==> src/rtl/alu_arbiter_pkg.sv <==
// -----------------------------------------------------------------------------
// alu_arbiter_pkg
// Shared types for the ALU arbiter slice: the ALU funct field types, the
// per-port request bundle, the port count and the output-register FSM states.
// No ports (package).
// -----------------------------------------------------------------------------
package alu_arbiter_pkg;

    typedef logic [2:0] Funct3_t;
    typedef logic [6:0] Funct7_t;

    localparam int ALU_ARB_PORTS = 2;

    // funct3 encodings understood by the ALU
    localparam Funct3_t F3_ADD  = 3'b000;
    localparam Funct3_t F3_SLL  = 3'b001;
    localparam Funct3_t F3_SLT  = 3'b010;
    localparam Funct3_t F3_SLTU = 3'b011;
    localparam Funct3_t F3_XOR  = 3'b100;
    localparam Funct3_t F3_SR   = 3'b101;
    localparam Funct3_t F3_OR   = 3'b110;
    localparam Funct3_t F3_AND  = 3'b111;

    // One requester's complete ALU operation
    typedef struct packed {
        Funct3_t     funct3;
        Funct7_t     funct7;
        logic        opImm;
        logic [31:0] rs1;
        logic [31:0] rs2;
        logic [31:0] immediateI;
    } AluReq_t;

    // Output result register occupancy
    typedef enum logic {
        ST_EMPTY = 1'b0,
        ST_FULL  = 1'b1
    } rsp_state_t;

endpackage

==> src/rtl/alu_arbiter_alu.sv <==
// -----------------------------------------------------------------------------
// alu_arbiter_alu
// The core's combinational integer ALU (RV32I register/immediate ops).
// Ports:
//   req    in  AluReq_t   operation and operands
//   result out [31:0]     32-bit wrap-around result
// The second operand is immediateI when opImm=1, otherwise rs2.
// -----------------------------------------------------------------------------
module alu_arbiter_alu
    import alu_arbiter_pkg::*;
(
    input  AluReq_t     req,
    output logic [31:0] result
);

    logic [31:0] operand_b_s;
    logic [4:0]  shamt_s;
    logic        alt_s;
    logic        is_sub_s;
    logic        unused_funct7_s;

    assign operand_b_s     = req.opImm ? req.immediateI : req.rs2;
    assign shamt_s         = operand_b_s[4:0];
    assign alt_s           = req.funct7[5];
    // An immediate add never subtracts, whatever funct7 happens to carry.
    assign is_sub_s        = alt_s & ~req.opImm;
    assign unused_funct7_s = ^{req.funct7[6], req.funct7[4:0]};

    // Operation decode and datapath
    always_comb begin
        result = 32'h0;
        case (req.funct3)
            F3_ADD: begin
                if (is_sub_s) begin
                    result = req.rs1 - operand_b_s;
                end else begin
                    result = req.rs1 + operand_b_s;
                end
            end
            F3_SLL:  result = req.rs1 << shamt_s;
            F3_SLT:  result = {31'h0, ($signed(req.rs1) < $signed(operand_b_s))};
            F3_SLTU: result = {31'h0, (req.rs1 < operand_b_s)};
            F3_XOR:  result = req.rs1 ^ operand_b_s;
            F3_SR: begin
                if (alt_s) begin
                    result = $unsigned($signed(req.rs1) >>> shamt_s);
                end else begin
                    result = req.rs1 >> shamt_s;
                end
            end
            F3_OR:   result = req.rs1 | operand_b_s;
            F3_AND:  result = req.rs1 & operand_b_s;
            default: result = 32'h0;
        endcase
    end

endmodule

==> src/rtl/alu_arbiter.sv <==
// -----------------------------------------------------------------------------
// alu_arbiter
// Shares one combinational ALU between two requesters with round-robin
// arbitration and a one-entry registered result with valid/ready handshake.
// Ports:
//   clock, reset                    clock, synchronous active-high reset
//   reqValid / reqReady [1:0]       per-port request handshake
//   reqFunct3, reqFunct7, reqOpImm  per-port operation select
//   reqRs1, reqRs2, reqImmediateI   per-port operands
//   rspValid / rspReady             result handshake
//   rspData, rspPort                registered result and issuing port
// -----------------------------------------------------------------------------
module alu_arbiter
    import alu_arbiter_pkg::*;
#(
    parameter int NUM_PORTS = ALU_ARB_PORTS
) (
    input  logic                       clock,
    input  logic                       reset,
    input  logic [NUM_PORTS-1:0]       reqValid,
    output logic [NUM_PORTS-1:0]       reqReady,
    input  Funct3_t [NUM_PORTS-1:0]    reqFunct3,
    input  Funct7_t [NUM_PORTS-1:0]    reqFunct7,
    input  logic [NUM_PORTS-1:0]       reqOpImm,
    input  logic [NUM_PORTS-1:0][31:0] reqRs1,
    input  logic [NUM_PORTS-1:0][31:0] reqRs2,
    input  logic [NUM_PORTS-1:0][31:0] reqImmediateI,
    output logic                       rspValid,
    input  logic                       rspReady,
    output logic [31:0]                rspData,
    output logic                       rspPort
);

    rsp_state_t             state_r;
    rsp_state_t             state_nxt_s;
    logic                   prio_r;
    logic [31:0]            rsp_data_r;
    logic                   rsp_port_r;

    AluReq_t                req_s [NUM_PORTS];
    AluReq_t                sel_req_s;
    logic [NUM_PORTS-1:0]   grant_s;
    logic                   grant_port_s;
    logic                   grant_valid_s;
    logic                   can_accept_s;
    logic                   accept_s;
    logic [31:0]            alu_result_s;

    // Bundle each port's request fields
    always_comb begin
        for (int p = 0; p < NUM_PORTS; p++) begin
            req_s[p].funct3     = reqFunct3[p];
            req_s[p].funct7     = reqFunct7[p];
            req_s[p].opImm      = reqOpImm[p];
            req_s[p].rs1        = reqRs1[p];
            req_s[p].rs2        = reqRs2[p];
            req_s[p].immediateI = reqImmediateI[p];
        end
    end

    // Round-robin grant: a lone requester always wins, prio breaks ties
    always_comb begin
        grant_s       = 2'b00;
        grant_port_s  = 1'b0;
        grant_valid_s = 1'b0;
        case (reqValid)
            2'b01: begin
                grant_s       = 2'b01;
                grant_port_s  = 1'b0;
                grant_valid_s = 1'b1;
            end
            2'b10: begin
                grant_s       = 2'b10;
                grant_port_s  = 1'b1;
                grant_valid_s = 1'b1;
            end
            2'b11: begin
                grant_port_s  = prio_r;
                grant_valid_s = 1'b1;
                if (prio_r) begin
                    grant_s = 2'b10;
                end else begin
                    grant_s = 2'b01;
                end
            end
            default: begin
                grant_s       = 2'b00;
                grant_port_s  = 1'b0;
                grant_valid_s = 1'b0;
            end
        endcase
    end

    // A slot is free when empty or when the held result leaves this edge.
    assign can_accept_s = (state_r == ST_EMPTY) | rspReady;
    // Nothing is accepted while reset is asserted.
    assign accept_s     = grant_valid_s & can_accept_s & ~reset;

    // Request-side ready and the grant mux into the ALU
    always_comb begin
        if (accept_s) begin
            reqReady = grant_s;
        end else begin
            reqReady = 2'b00;
        end
        if (grant_port_s) begin
            sel_req_s = req_s[1];
        end else begin
            sel_req_s = req_s[0];
        end
    end

    alu_arbiter_alu u_alu (
        .req    (sel_req_s),
        .result (alu_result_s)
    );

    // Output register occupancy next-state
    always_comb begin
        state_nxt_s = state_r;
        case (state_r)
            ST_EMPTY: begin
                if (accept_s) begin
                    state_nxt_s = ST_FULL;
                end else begin
                    state_nxt_s = ST_EMPTY;
                end
            end
            ST_FULL: begin
                if (accept_s) begin
                    state_nxt_s = ST_FULL;
                end else if (rspReady) begin
                    state_nxt_s = ST_EMPTY;
                end else begin
                    state_nxt_s = ST_FULL;
                end
            end
            default: state_nxt_s = ST_EMPTY;
        endcase
    end

    // State, priority pointer and result register
    always_ff @(posedge clock) begin
        if (reset) begin
            state_r    <= ST_EMPTY;
            prio_r     <= 1'b0;
            rsp_data_r <= 32'h0;
            rsp_port_r <= 1'b0;
        end else begin
            state_r <= state_nxt_s;
            if (accept_s) begin
                rsp_data_r <= alu_result_s;
                rsp_port_r <= grant_port_s;
                prio_r     <= ~grant_port_s;
            end else begin
                rsp_data_r <= rsp_data_r;
                rsp_port_r <= rsp_port_r;
                prio_r     <= prio_r;
            end
        end
    end

    assign rspValid = (state_r == ST_FULL);
    assign rspData  = rsp_data_r;
    assign rspPort  = rsp_port_r;

endmodule

==> config.mk <==
export PLATFORM = sky130hd
export DESIGN_NAME = alu_arbiter
export DESIGN_NICKNAME = d
export VERILOG_FILES = /design/src/rtl/alu_arbiter_pkg.sv /design/src/rtl/alu_arbiter_alu.sv /design/src/rtl/alu_arbiter.sv
export SDC_FILE = /design/constraint.sdc
export NUM_CORES = 1
export LEC_CHECK = 0
export BUFFER_PORTS_ARGS = -buffer_cell sky130_fd_sc_hd__buf_4
export CAP_MARGIN = 30
export CORE_UTILIZATION = 40
export DETAILED_ROUTE_END_ITERATION = 12
export HOLD_SLACK_MARGIN = 0.15
export SLEW_MARGIN = 20
export SYNTH_ARGS = -nofsm -noshare
export SYNTH_HDL_FRONTEND = slang
export SYNTH_SLANG_ARGS = --single-unit
==> constraint.sdc <==
create_clock -name clock -period 9.05 [get_ports clock]
set_input_delay 0.905 -clock clock [delete_from_list [all_inputs] [get_ports clock]]
set_output_delay 0.905 -clock clock [all_outputs]
set_load 0.005 [all_outputs]
; After elaboration in Yosys (flattened, before gate mapping)
; Cells that the tools add are included.
; W data, S select, Z words.
[word_totals]
regBits = 35
romBits = 0
mem_bits_rw = 0
inputBits = 219
output_inout_bits = 36
memories = 0
latch_bits = 0
[op_classes]
mux = 14
addsub = 2
shifts = 3
n_eq_ne = 10
mul = 0
magnitude_cmp = 2
n_div = 0
n_reduce_logical = 2
bitwise = 11
[ops]
columns = cell, n
row1 = $pmux W32 S8, 1
row2 = $mux W107, 1
row3 = $mux W32, 3
row4 = $lt A32 B32 Y1, 2
row5 = $add A32 B32 Y32, 1
row6 = $and A32 B32 Y32, 1
row7 = $or A32 B32 Y32, 1
row8 = $shl A32 B5 Y32, 1
row9 = $shr A32 B5 Y32, 1
row10 = $sshr A32 B5 Y32, 1
row11 = $sub A32 B32 Y32, 1
row12 = $xor A32 B32 Y32, 1
row13 = $eq A3 B3 Y1 const B, 4
row14 = $eq A3 B2 Y1 const B, 2
row15 = $pmux W2 S3, 1
row16 = $eq A2 B2 Y1 const B, 2
row17 = $mux W1, 4
row18 = $mux W2, 2
row19 = $not A1 Y1, 4
row20 = $pmux W1 S2, 2
row21 = $and A1 B1 Y1, 3
row22 = $eq A3 B1 Y1 const B, 1
row23 = $logic_not A3 Y1, 1
row24 = $reduce_or A3 Y1, 1
row25 = other kinds (2), 2

; Logic depth before layout (Yosys ltp)
; Gate-level depths: netlist of the first run.
[logic_depth]
depth_word = 7
ltp_mapped = 20
ltp_nobuf = 15

; By module
; Synthesis of the first run repeated with hierarchy kept, for this count alone.
[unflattened]
hier_cells = 1613
hier_area_um2 = 11886.4
[by_module_without_submodules]
columns = module, seq_area_each_um2, area_each_um2, cells_per_inst, instances
row1 = alu_arbiter_alu, 0.0, 9181.3, 1375, 1
row2 = alu_arbiter, 700.7, 2705.1, 238, 1

; Least setup slack after synthesis of the first run
; No wires, ideal clock.
[synth_timing]
path_type = input-to-reg
startpoint = input reqOpImm[1]
endpoint = register rsp_data_r[28] (netlist: rspData[28])
path_slack_ns = 4.002
arrival_time_ns = 4.986
path_buffers = 4
path_stages = 18
setup_time_ns = 0.062
path_cell_list = buf_4 > mux2i_1 > and3_1 > nor2_1 > buf_6 > buf_2 > buf_1 > ha_1 > fa_1 > nand2b_1 > a21o_1 > a311oi_1 > a211oi_1 > o311ai_1 > o2111ai_1 > a31o_2 > or3_1 > nand3_1
[synth_between]
elab_chain_len = 5
word_cells_on_any_way = 15
cone_classes = add/sub: 2 / shift: 3 / mux: 5 / bitwise: 5
[synth_rtl]
columns = item, line
row1 = from (decl), alu_arbiter.sv:24  ; input logic [NUM_PORTS-1:0] reqOpImm,
row2 = $mux W107 (*), alu_arbiter.sv:106  ; if (grant_port_s) begin
row3 = $mux W32 / $not A1 Y1 (equally long branches), "alu_arbiter_alu.sv:22, alu_arbiter_alu.sv:26"
row4 = "$add A32 B32 Y32, or another cell as far along", alu_arbiter_alu.sv:37  ; result = req.rs1 + operand_b_s;
row5 = $mux W32 (on tied branches), "alu_arbiter_alu.sv:34, alu_arbiter_alu.sv:45"
row6 = $pmux W32 S8 (*), alu_arbiter_alu.sv:32  ; case (req.funct3)
row7 = to (signal assigned), alu_arbiter.sv:152  ; rsp_data_r <= alu_result_s;
row8 = to (signal assigned), alu_arbiter.sv:156  ; rsp_data_r <= rsp_data_r;
row9 = to (decl), alu_arbiter.sv:37  ; logic [31:0] rsp_data_r;
; Mark *: on every way between the ends. The rest lies on a longest branch, timed or not.
; A chain may end at the register's enable or synchronous reset.

; Worst setup path in the final report of the first run
[layout_timing]
startpoint = input reqOpImm[1]
endpoint = register rsp_data_r[0] (netlist: rspData[0])
; Same word-level chain as after synthesis.

==> impl_metrics.csv, run 1 <==
group,metric,value,unit
outcome,status,"finished, final reports clean",
synth,synth_top_area_share,0.1140,
synth,synthTopCellsByCount,"nand2_1, mux2i_1, o21ai_0",
critical_path,crit_required,9.21,ns
clock_tree,postCtsHoldBufs,0,
critical_path,cp_max_fo,48,
critical_path,path_buf_inv,3,
place,dpl.hpwl,48420,um
synth,synth-seq-cells,35,
critical_path,path_common_cell,"buf_4",
global_routing,grt_pass1_vias,13660,
die,design.core.area,0.02980,mm^2
worst_hold_path,hp-start,"rspData[16]$_SDFFE_PP0P_",
die,die_y,176.7,um
final_layout,syn2layout_area_growth,17.69,%
critical_path,critPathKind,"in -> reg",
power,intPower,0.0008298,W
critical_path,cp-start-kind,"input pin",
critical_path,worstPathArrival,6.19,ns
sta,rsz0062_at_grt,"no",
sta,hold_viol_final,0,
clock_tree,cts_tree,"built",
die,dieArea,0.03122,mm^2
sta,hold-worst-slack,0.4817,ns
die,die_x,176.7,um
clock_tree,numCtsBuffers,5,
route,wirelength,61210,um
power,vdd_ir_drop_max,67.65,uV
sta,fin_tns_setup,0,ns
sta,setup_violations,0,
place,io_buffer_count,242,
clock_tree,clk_latency,0.30,ns
clock_tree,cts_buffer_depth,2,
route,vias,14760,
clock_tree,htree_levels,2,
power,p_leak,6.340,nW
place,pre_cts_ws,2.813,ns
clock_tree,clock_sinks,35,
critical_path,ff2ff_path_depth,14,
synth,yosys_warnings,0,
power,p_sw,0.0009698,W
route,firstDrtPassIters,6,
critical_path,critical_path.cell_chain,"buf_4, mux2i_1, and3_1, nor2_4, buf_4, ha_1, fa_1, nand2b_1, a21o_1, a311oi_1, a211oi_1, buf_4, o311ai_1, o2111ai_1, o31a_1, o21ai_0, a31oi_1",
worst_hold_path,hold_depth,2,
clock_tree,cts_setup_buffers,0,
route,wl_per_cell,27.26,um
route,drt-initial-drc-count,1788,
sta,min_period,6.026,ns
critical_path,r2r_slack,3.58,ns
worst_hold_path,hold_end,"rspData[16]$_SDFFE_PP0P_",
synth,ys_top_cells_by_area,"mux2i_1, ha_1, mux2_2",
die,ios,255,
die,fp-row-count,63,
place,place_congestion,1.021,
power,power-per-cell-area,125.3,mW/mm^2
synth,ys.flop_type,"dfxtp_1",
route,vias_per_cell,6.576,
critical_path,end_kind,"flop",
final_layout,nNetsFinal,2172,
global_routing,grt_start_max_net_pins,65,
synth,synth_nets,2023,
global_routing,track_usage,0.3832,
power,comb_power_share,0.777,
die,start_util,0.4096,
route,drc,0,
synth,netlist_area,0.01221,mm^2
sta,worst_slack,3.024,ns
place,dpl.cell_count,2236,
worst_hold_path,min_path_type,"reg -> reg",
power,clockPowerShare,0.115,
power,swShare,0.5389,
synth,synth_area_per_cell,7.163,um^2
final_layout,final_cells,2245,
sta,worst_slew_margin_rel,0.2158,
synth,yosys.area.top_type,"mux2i_1",
synth,synth_cells,1704,
sta,finalClockSkew,0.01242,ns
critical_path,worst_path_max_delay_cell,"mux2i_1",
sta,finalCritPeriodShare,0.6658,
critical_path,r2r_start,"prio_r$_SDFFE_PP0P_",
route,antenna_left,0,
synth,synth-seq-area-share,0.05741,
flow_run,drv_cap,0,
critical_path,r2r-end,"rspData[29]$_SDFFE_PP0P_",
synth,synth.most_common_cell,"nand2_1",
sta,tightest_slew,1.176,ns
critical_path,critPathTopFamily,"compound AO/OA/AOI/OAI gates",
clock_tree,cts-root-buf,"clkbuf_16",
power,seq_power_share,0.107,
synth,ys_async_sr_fraction,0,
critical_path,slowest_delay,0.62,ns
final_layout,drive_gt1_frac,0.2325,
synth,synth_cell_types,99,
global_routing,antenna_found_initial,4,
global_routing,grt_overflow,0,
clock_tree,cts_resized,0,
sta,max_freq,166.0,MHz
sta,slew_viol_final,0,
clock_tree,clk_pin_slew,0.06,ns
synth,synth_edf_count,0,
global_routing,grt_pass1_wl,89490,um
==> worst max-delay path by stage <==
stage	start	end	cells past startpoint
2_1_floorplan	reqOpImm[1]	rspData[28]$_SDFFE_PP0P_	18
3_3_place_gp	reqOpImm[1]	rspData[28]$_SDFFE_PP0P_	17
3_5_place_dp	reqOpImm[1]	rspData[0]$_SDFFE_PP0P_	17
4_1_cts	reqOpImm[1]	rspData[0]$_SDFFE_PP0P_	17
5_1_grt	reqOpImm[1]	rspData[28]$_SDFFE_PP0P_	17
6_report	reqOpImm[1]	rspData[0]$_SDFFE_PP0P_	17
==> cell usage in the layout, fill, tap and decap left out, types with 7 or more instances in the layout <==
cell,n
a2111oi_0,12
a211o_1,10
a211oi_1,32
a21o_1,18
a21oi_1,121
a221oi_1,18
a22o_1,8
a31oi_1,31
and2_1,18
and3_1,14
buf_4,286
dfxtp_1,35
ha_1,98
inv_1,90
mux2_2,69
mux2i_1,139
mux4_2,18
nand2_1,148
nand2b_1,14
nand3_1,55
nand4_1,16
nor2_1,118
nor2b_1,17
nor3_1,28
nor4_1,7
o2111ai_1,8
o211ai_1,59
o21a_1,9
o21ai_0,124
o21ai_1,11
o221ai_1,13
o31ai_1,11
or3_1,7
or4_1,8
xnor2_1,15
==> per-stage QoR <==
step,cell area [um^2],total power (W),util
after detailed placement,14190,0.001546,0.4762
after floorplan,12210,0.001070,-
after global routing,14360,0.001892,0.4820
after CTS,14360,0.001758,0.4820
after global placement,14180,0.001543,0.4761
final,14370,0.001800,0.4821
==> power groups by stage <==
stage / combinational (W) / sequential (W) / clock [W]
final: 0.00140 / 0.000193 / 0.000208
after global routing: 0.00148 / 0.000195 / 0.000216
after CTS: 0.00136 / 0.000192 / 0.000210
after detailed placement: 0.00135 / 0.000196 / 0
after global placement: 0.00135 / 0.000195 / 0
after floorplan: 0.000877 / 0.000193 / 0
==> flip-flops by register name, indices dropped and copies added (netlist names) <==
signal	flops
rspPort	1
prio_r	1
rspData	32
rspValid	1
==> layer usage <==
| metal | up-vias | GRT usage | wire length (um) |
|---|---|---|---|
| li1 | 6704 | - | - |
| met1 | 7028 | 0.5302 | 25860 |
| met2 | 898 | 0.5902 | 26610 |
| met3 | 128 | 0.05906 | 6070 |
| met4 | 4 | 0.1527 | 2622 |
| met5 | - | 0 | 36 |
==> tightest hold or removal path, delay by kind of cell (launching register included) <==
kind	cells	cell delay, ns
AND/OR/NAND/NOR	1	0.07
flip-flops	1	0.31
AO/OA/AOI/OAI	1	0.06
==> cell type report <==
type / instances / area [um^2]
Fill cell: 3074 / 15430
Multi-Input combinational cell: 1428 / 10490
Timing Repair Buffer: 287 / 2152
Sequential cell: 35 / 700.7
Tap cell: 390 / 488.0
Inverter: 96 / 362.8
Clock buffer: 5 / 125.1
Clock inverter: 3 / 47.55
Antenna cell: 1 / 2.502
==> cells by family after synthesis <==
logic type                 after synthesis  synth area share
AOI/OAI and AO/OA                      588            0.3280
and+or+nand+nor                        489            0.1937
buffers and inverters                  241           0.08519
muxes                                  231            0.2175
adders and majority gates              100            0.1037
DFF                                     35           0.05741
xor gates and xnor gates                20           0.01435
No activity file was read; power rests on OpenSTA's default activity.
==> run 2: changes to the inputs <==
==> constraint.sdc (replaced) <==
create_clock -name clock -period 5.2 [get_ports clock]
set_input_delay 0.52 -clock clock [delete_from_list [all_inputs] [get_ports clock]]
set_output_delay 0.52 -clock clock [all_outputs]
set_load 0.005 [all_outputs]
==> run 2 against run 1 <==
Effect of this change: worst hold slack got worse by 0.043 ns; critical path depth decreased by 2; first-iteration DRC count increased by 0.11%; cell count increased by 2.2%; clock skew decreased by 0.0044 ns; sequential cell count unchanged; clock-buffer cell count increased by 1; non-clock buffer count increased by 49; via count increased by 1.9%; sequential share of layout area decreased by 0.12 points; core utilization increased by 1.2 points; critical endpoint is now rspData[29]$_SDFFE_PP0P_.
==> impl_metrics.csv, run 2 (synthesis gave the netlist of run 1 again) <==
group,metric,value,unit
sta,fin_tns_setup,0,ns
critical_path,ff2ff_path_depth,15,
power,p_sw,0.001719,W
power,power-per-cell-area,215.9,mW/mm^2
place,place_congestion,1.060,
final_layout,regArea,700.7,um^2
worst_hold_path,hold_end,"prio_r$_SDFFE_PP0P_",
final_layout,drive_gt1_frac,0.2508,
sta,min_period,4.897,ns
final_layout,nNetsFinal,2221,
critical_path,critPathKind,"reg -> reg",
die,die_x,176.7,um
final_layout,utilization,0.4940,
clock_tree,postCtsHoldBufs,0,
power,swShare,0.5410,
power,clockPowerShare,0.098,
place,pre_cts_ws,0.3204,ns
global_routing,grt_pass1_vias,13980,
route,firstDrtPassIters,6,
worst_hold_path,hold_depth,2,
clock_tree,cts_resized,0,
power,seq_power_share,0.106,
die,start_util,0.4096,
power,power,0.003177,W
sta,tightest_slew,0.9983,ns
die,fp-row-count,63,
route,drc,0,
route,vias,15050,
critical_path,r2r-end,"rspData[29]$_SDFFE_PP0P_",
clock_tree,clock_sinks,35,
route,drt-initial-drc-count,1790,
route,vias_per_cell,6.556,
power,p_leak,6.569,nW
power,vdd_ir_drop_max,136.6,uV
worst_hold_path,hp-start,"reset",
route,antenna_left,0,
place,io_buffer_count,242,
final_layout,largest_reg_flops,32,
power,intPower,0.001458,W
sta,slew_viol_final,0,
clock_tree,cts_tree,"built",
clock_tree,clk_latency,0.29,ns
global_routing,grt_start_max_net_pins,60,
critical_path,critPathTopFamily,"simple AND/OR/NAND/NOR gates",
clock_tree,cts_buffer_depth,2,
sta,hold_viol_final,0,
die,die_y,176.7,um
final_layout,final_cell_mix,"buf_4, nand2_1, mux2i_1",
final_layout,syn2layout_area_growth,20.58,%
sta,finalCritPeriodShare,0.9417,
critical_path,cp_max_fo,21,
clock_tree,clk_pin_slew,0.06,ns
critical_path,worst_path_max_delay_cell,"mux2i_1",
sta,worst_slew_margin_rel,0.3154,
route,wl_per_cell,27.62,um
route,wirelength,63380,um
die,ios,255,
clock_tree,numCtsBuffers,5,
sta,worst_slack,0.3031,ns
flow_run,drv_cap,0,
outcome,status,"finished, final reports clean",
critical_path,crit_required,5.37,ns
critical_path,r2r_start,"prio_r$_SDFFE_PP0P_",
sta,setup_violations,0,
power,comb_power_share,0.796,
critical_path,cp-start-kind,"flop",
final_layout,final_common_cell,"buf_4",
sta,hold-worst-slack,0.4390,ns
sta,rsz0062_at_grt,"no",
final_layout,fillers,3151,
sta,max_freq,204.2,MHz
global_routing,grt_overflow,0,
global_routing,track_usage,0.3947,
die,design.core.area,0.02980,mm^2
place,dpl.hpwl,51690,um
global_routing,grt_pass1_wl,91530,um
final_layout,multi_input_area,0.01048,mm^2
sta,finalClockSkew,0.008040,ns
global_routing,antenna_found_initial,4,
worst_hold_path,min_path_type,"in -> reg",
critical_path,end_kind,"flop",
clock_tree,cts_setup_buffers,0,
clock_tree,cts-root-buf,"clkbuf_16",
critical_path,slowest_delay,0.69,ns
critical_path,worstPathArrival,5.06,ns
critical_path,r2r_slack,0.30,ns
critical_path,path_buf_inv,2,
critical_path,critical_path.cell_chain,"and2b_4, nor2_8, mux2i_1, inv_1, ha_1, or4_1, nand2b_1, or3_1, o211a_1, o221ai_1, buf_4, nand3_1, o211ai_1, xor2_1, o21ai_1",
die,dieArea,0.03122,mm^2
clock_tree,htree_levels,2,
[run 2: layout make-up]
type,count,share of cell area
inverter,96,0.02465
multi-input combinational,1428,0.7121
tap,390,0.03315
sequential,35,0.04761
clock buffer,6,0.009436
antenna,3,0.0005101
timing repair buffer,336,0.1722
clock inverter,1,0.0003400
[run 2: per-stage QoR]
stage	std cells	instance area, um^2
6_report	2295	14720
5_1_grt	2292	14710
4_1_cts	2292	14710
3_5_place_dp	2285	14570
3_3_place_gp	2285	14570
2_1_floorplan	1704	12210
[run 2: routing by layer]
metal | global-route usage | wire [um]
met1 | 0.5357 | 26760
met2 | 0.6060 | 27620
met3 | 0.06186 | 5717
met4 | 0.1882 | 3255
met5 | 0 | 16
[run 2: how the worst max path moves through the flow]
stage | start | to | slack [ns] | cells past startpoint
5_1_grt | prio_r$_SDFFE_PP0P_ | rspData[30]$_SDFFE_PP0P_ | 0.16 | 14
6_report | prio_r$_SDFFE_PP0P_ | rspData[29]$_SDFFE_PP0P_ | 0.30 | 15
4_1_cts | prio_r$_SDFFE_PP0P_ | rspData[29]$_SDFFE_PP0P_ | 0.42 | 15
3_5_place_dp | reqValid[0] | rspData[29]$_SDFFE_PP0P_ | 0.32 | 16
3_3_place_gp | reqValid[0] | rspData[29]$_SDFFE_PP0P_ | 0.34 | 16
2_1_floorplan | reqOpImm[1] | rspData[28]$_SDFFE_PP0P_ | 0.54 | 18
[run 2: worst reg2reg max path, cell delays in order, from the launching register on]
cell and delay, ns:
dfxtp_1 0.54, and2b_4 0.33, nor2_8 0.37, mux2i_1 0.70
inv_1 0.17, ha_1 0.33, or4_1 0.62, nand2b_1 0.20
or3_1 0.31, o211a_1 0.21, o221ai_1 0.27, buf_4 0.19
nand3_1 0.06, o211ai_1 0.10, xor2_1 0.27, o21ai_1 0.11
[run 2: power by group through the flow]
stage / Clock (W) / Sequential [W] / Combinational (W)
after global placement: 0 / 0.000340 / 0.00243
after detailed placement: 0 / 0.000341 / 0.00244
after floorplan: 0 / 0.000336 / 0.00153
final: 0.000312 / 0.000336 / 0.00253
after CTS: 0.000309 / 0.000335 / 0.00245
after global routing: 0.000322 / 0.000339 / 0.00267
==> run 3: changes to the inputs <==
--- a/config.mk
+++ b/config.mk
@@ -7,9 +7,11 @@
 export LEC_CHECK = 0
 export BUFFER_PORTS_ARGS = -buffer_cell sky130_fd_sc_hd__buf_4
 export CAP_MARGIN = 30
+export CORE_MARGIN = 2
 export CORE_UTILIZATION = 40
 export DETAILED_ROUTE_END_ITERATION = 12
 export HOLD_SLACK_MARGIN = 0.15
+export RECOVER_POWER = 100
 export SLEW_MARGIN = 20
 export SYNTH_ARGS = -nofsm -noshare
 export SYNTH_HDL_FRONTEND = slang
==> constraint.sdc (replaced) <==
create_clock -name clock -period 6.05 [get_ports clock]
set_input_delay 0.605 -clock clock [delete_from_list [all_inputs] [get_ports clock]]
set_output_delay 0.605 -clock clock [all_outputs]
set_load 0.005 [all_outputs]
==> run 3 against run 2 <==
Effect of this change: register-to-register slack gained 0.37 ns; clock skew is essentially flat; core utilization shrank 1.2 points; worst setup slack gained 0.33 ns; cell count shrank 1.5%; global-route usage shrank 1.1 points; clock-buffer cell count shrank 1; largest cell class unchanged; highest routed layer unchanged.
==> impl_metrics.csv, run 3 (synthesis gave the netlist of run 1 again) <==
group,metric,value,unit
outcome,status,"finished, final reports clean",
clock_tree,htree_levels,2,
route,antenna_left,0,
clock_tree,cts_resized,0,
power,intPower,0.001237,W
critical_path,slowest_delay,0.99,ns
final_layout,largest_reg_flops,32,
route,vias_per_cell,6.570,
die,ios,255,
global_routing,antenna_found_initial,3,
critical_path,end_kind,"flop",
sta,rsz0062_at_grt,"no",
clock_tree,postCtsHoldBufs,0,
sta,fin_tns_setup,0,ns
die,dieArea,0.03193,mm^2
clock_tree,clock_sinks,35,
route,vias,14860,
sta,worst_slew_margin_rel,0.1013,
sta,slew_viol_final,0,
place,dpl.hpwl,50890,um
clock_tree,cts_tree,"built",
worst_hold_path,min_path_type,"reg -> reg",
critical_path,worstPathArrival,5.58,ns
route,wirelength,63220,um
critical_path,r2r_slack,0.67,ns
power,comb_power_share,0.782,
global_routing,grt_pass1_wl,90800,um
critical_path,path_buf_inv,5,
global_routing,grt_overflow,0,
final_layout,drive_gt1_frac,0.2246,
route,firstDrtPassIters,5,
sta,setup_violations,0,
critical_path,cp-start-kind,"input pin",
power,power,0.002706,W
power,vdd_ir_drop_max,109.4,uV
final_layout,syn2layout_area_growth,17.86,%
sta,min_period,5.417,ns
die,start_util,0.4086,
clock_tree,cts_setup_buffers,0,
final_layout,final_cell_mix,"buf_4, nand2_1, mux2i_1",
critical_path,ff2ff_path_depth,13,
clock_tree,cts-root-buf,"clkbuf_16",
sta,max_freq,184.6,MHz
sta,finalCritPeriodShare,0.8954,
place,pre_cts_ws,0.8001,ns
die,die_y,178.7,um
critical_path,worst-path-stages,14,
critical_path,path_common_cell,"buf_4",
clock_tree,clk_pin_slew,0.07,ns
power,swShare,0.5427,
power,seq_power_share,0.105,
critical_path,cp_max_fo,53,
critical_path,worst_path_max_delay_cell,"clkbuf_2",
final_layout,utilization,0.4815,
die,die_x,178.7,um
critical_path,critical_path.cell_chain,"buf_4, buf_4, mux2i_1, and3_1, nor2_1, inv_4, clkbuf_2, a2111oi_0, nor4_1, mux2i_1, and2_0, o41ai_1, buf_4, o211ai_1",
route,drt-initial-drc-count,1925,
final_layout,final_cell_area,0.01439,mm^2
place,place_area,0.01432,mm^2
power,p_sw,0.001468,W
critical_path,critPathKind,"in -> reg",
power,p_leak,6.327,nW
sta,hold_viol_final,0,
die,design.core.area,0.02987,mm^2
global_routing,grt_start_max_net_pins,60,
route,drc,0,
sta,worst_slack,0.6330,ns
place,place_congestion,1.040,
die,fp-row-count,63,
place,io_buffer_count,242,
final_layout,nNetsFinal,2188,
route,wl_per_cell,27.96,um
global_routing,track_usage,0.3841,
sta,finalClockSkew,0.007880,ns
power,power-per-cell-area,188.1,mW/mm^2
worst_hold_path,hold_depth,2,
global_routing,grt_pass1_vias,13710,
final_layout,final_common_cell,"buf_4",
clock_tree,clk_latency,0.29,ns
sta,tightest_slew,1.348,ns
flow_run,drv_cap,0,
clock_tree,cts_buffer_depth,2,
clock_tree,numCtsBuffers,5,
critical_path,critPathTopFamily,"buffers and inverters",
critical_path,crit_required,6.21,ns
power,clockPowerShare,0.113,
## run 3: power by group through the flow
stage               Sequential, W  Clock [W]  Combinational [W]
floorplan                0.000289          0            0.00131
global placement         0.000288          0            0.00205
detailed placement       0.000290          0            0.00206
CTS                      0.000285   0.000305            0.00207
global route             0.000288   0.000313            0.00223
finish                   0.000284   0.000306            0.00212
## run 3: final cells by class
cell class | count | area [um^2]
multi-input cells | 1428 | 10450
diodes | 1 | 2.502
flip-flops and latches | 35 | 700.7
inverters | 96 | 362.8
repair buffers | 303 | 2213
clock inverters | 3 | 47.55
fillers | 3088 | 15490
well taps | 390 | 488.0
clock buffers | 5 | 125.1
## run 3: per-stage QoR
step	instances	hold WS, ns
finish	2261	0.4998
global route	2260	0.5249
CTS	2260	0.4990
detailed placement	2252	0.4905
global placement	2252	0.4735
floorplan	1704	0.4789
## run 3: final timing paths
path / start / endpoint
worst min register to register: rspData[16]$_SDFFE_PP0P_ / rspData[16]$_SDFFE_PP0P_
worst max-delay path: reqOpImm[1] / rspData[30]$_SDFFE_PP0P_
worst max register to register: prio_r$_SDFFE_PP0P_ / rspData[24]$_SDFFE_PP0P_
worst min-delay path: rspData[16]$_SDFFE_PP0P_ / rspData[16]$_SDFFE_PP0P_
## run 3: metal layers
layer	vias to the layer above	track usage	routed length [um]
met5	-	0	27
met4	4	0.1782	3318
met3	148	0.06383	5814
met2	888	0.5861	27230
met1	7065	0.5264	26830
li1	6750	-	-
## run 3: worst reg2reg max path: stages, from the launching register on
cell and delay, ns:
dfxtp_1 0.36, nand2b_1 0.57, nand2_1 0.44, buf_12 0.29
o21ai_0 0.43, ha_1 0.43, a211o_1 0.31, or4_1 0.46
a311oi_1 0.79, o21ai_1 0.26, a2111oi_0 0.46, a221o_1 0.21
a2bb2oi_1 0.17, a21oi_1 0.08
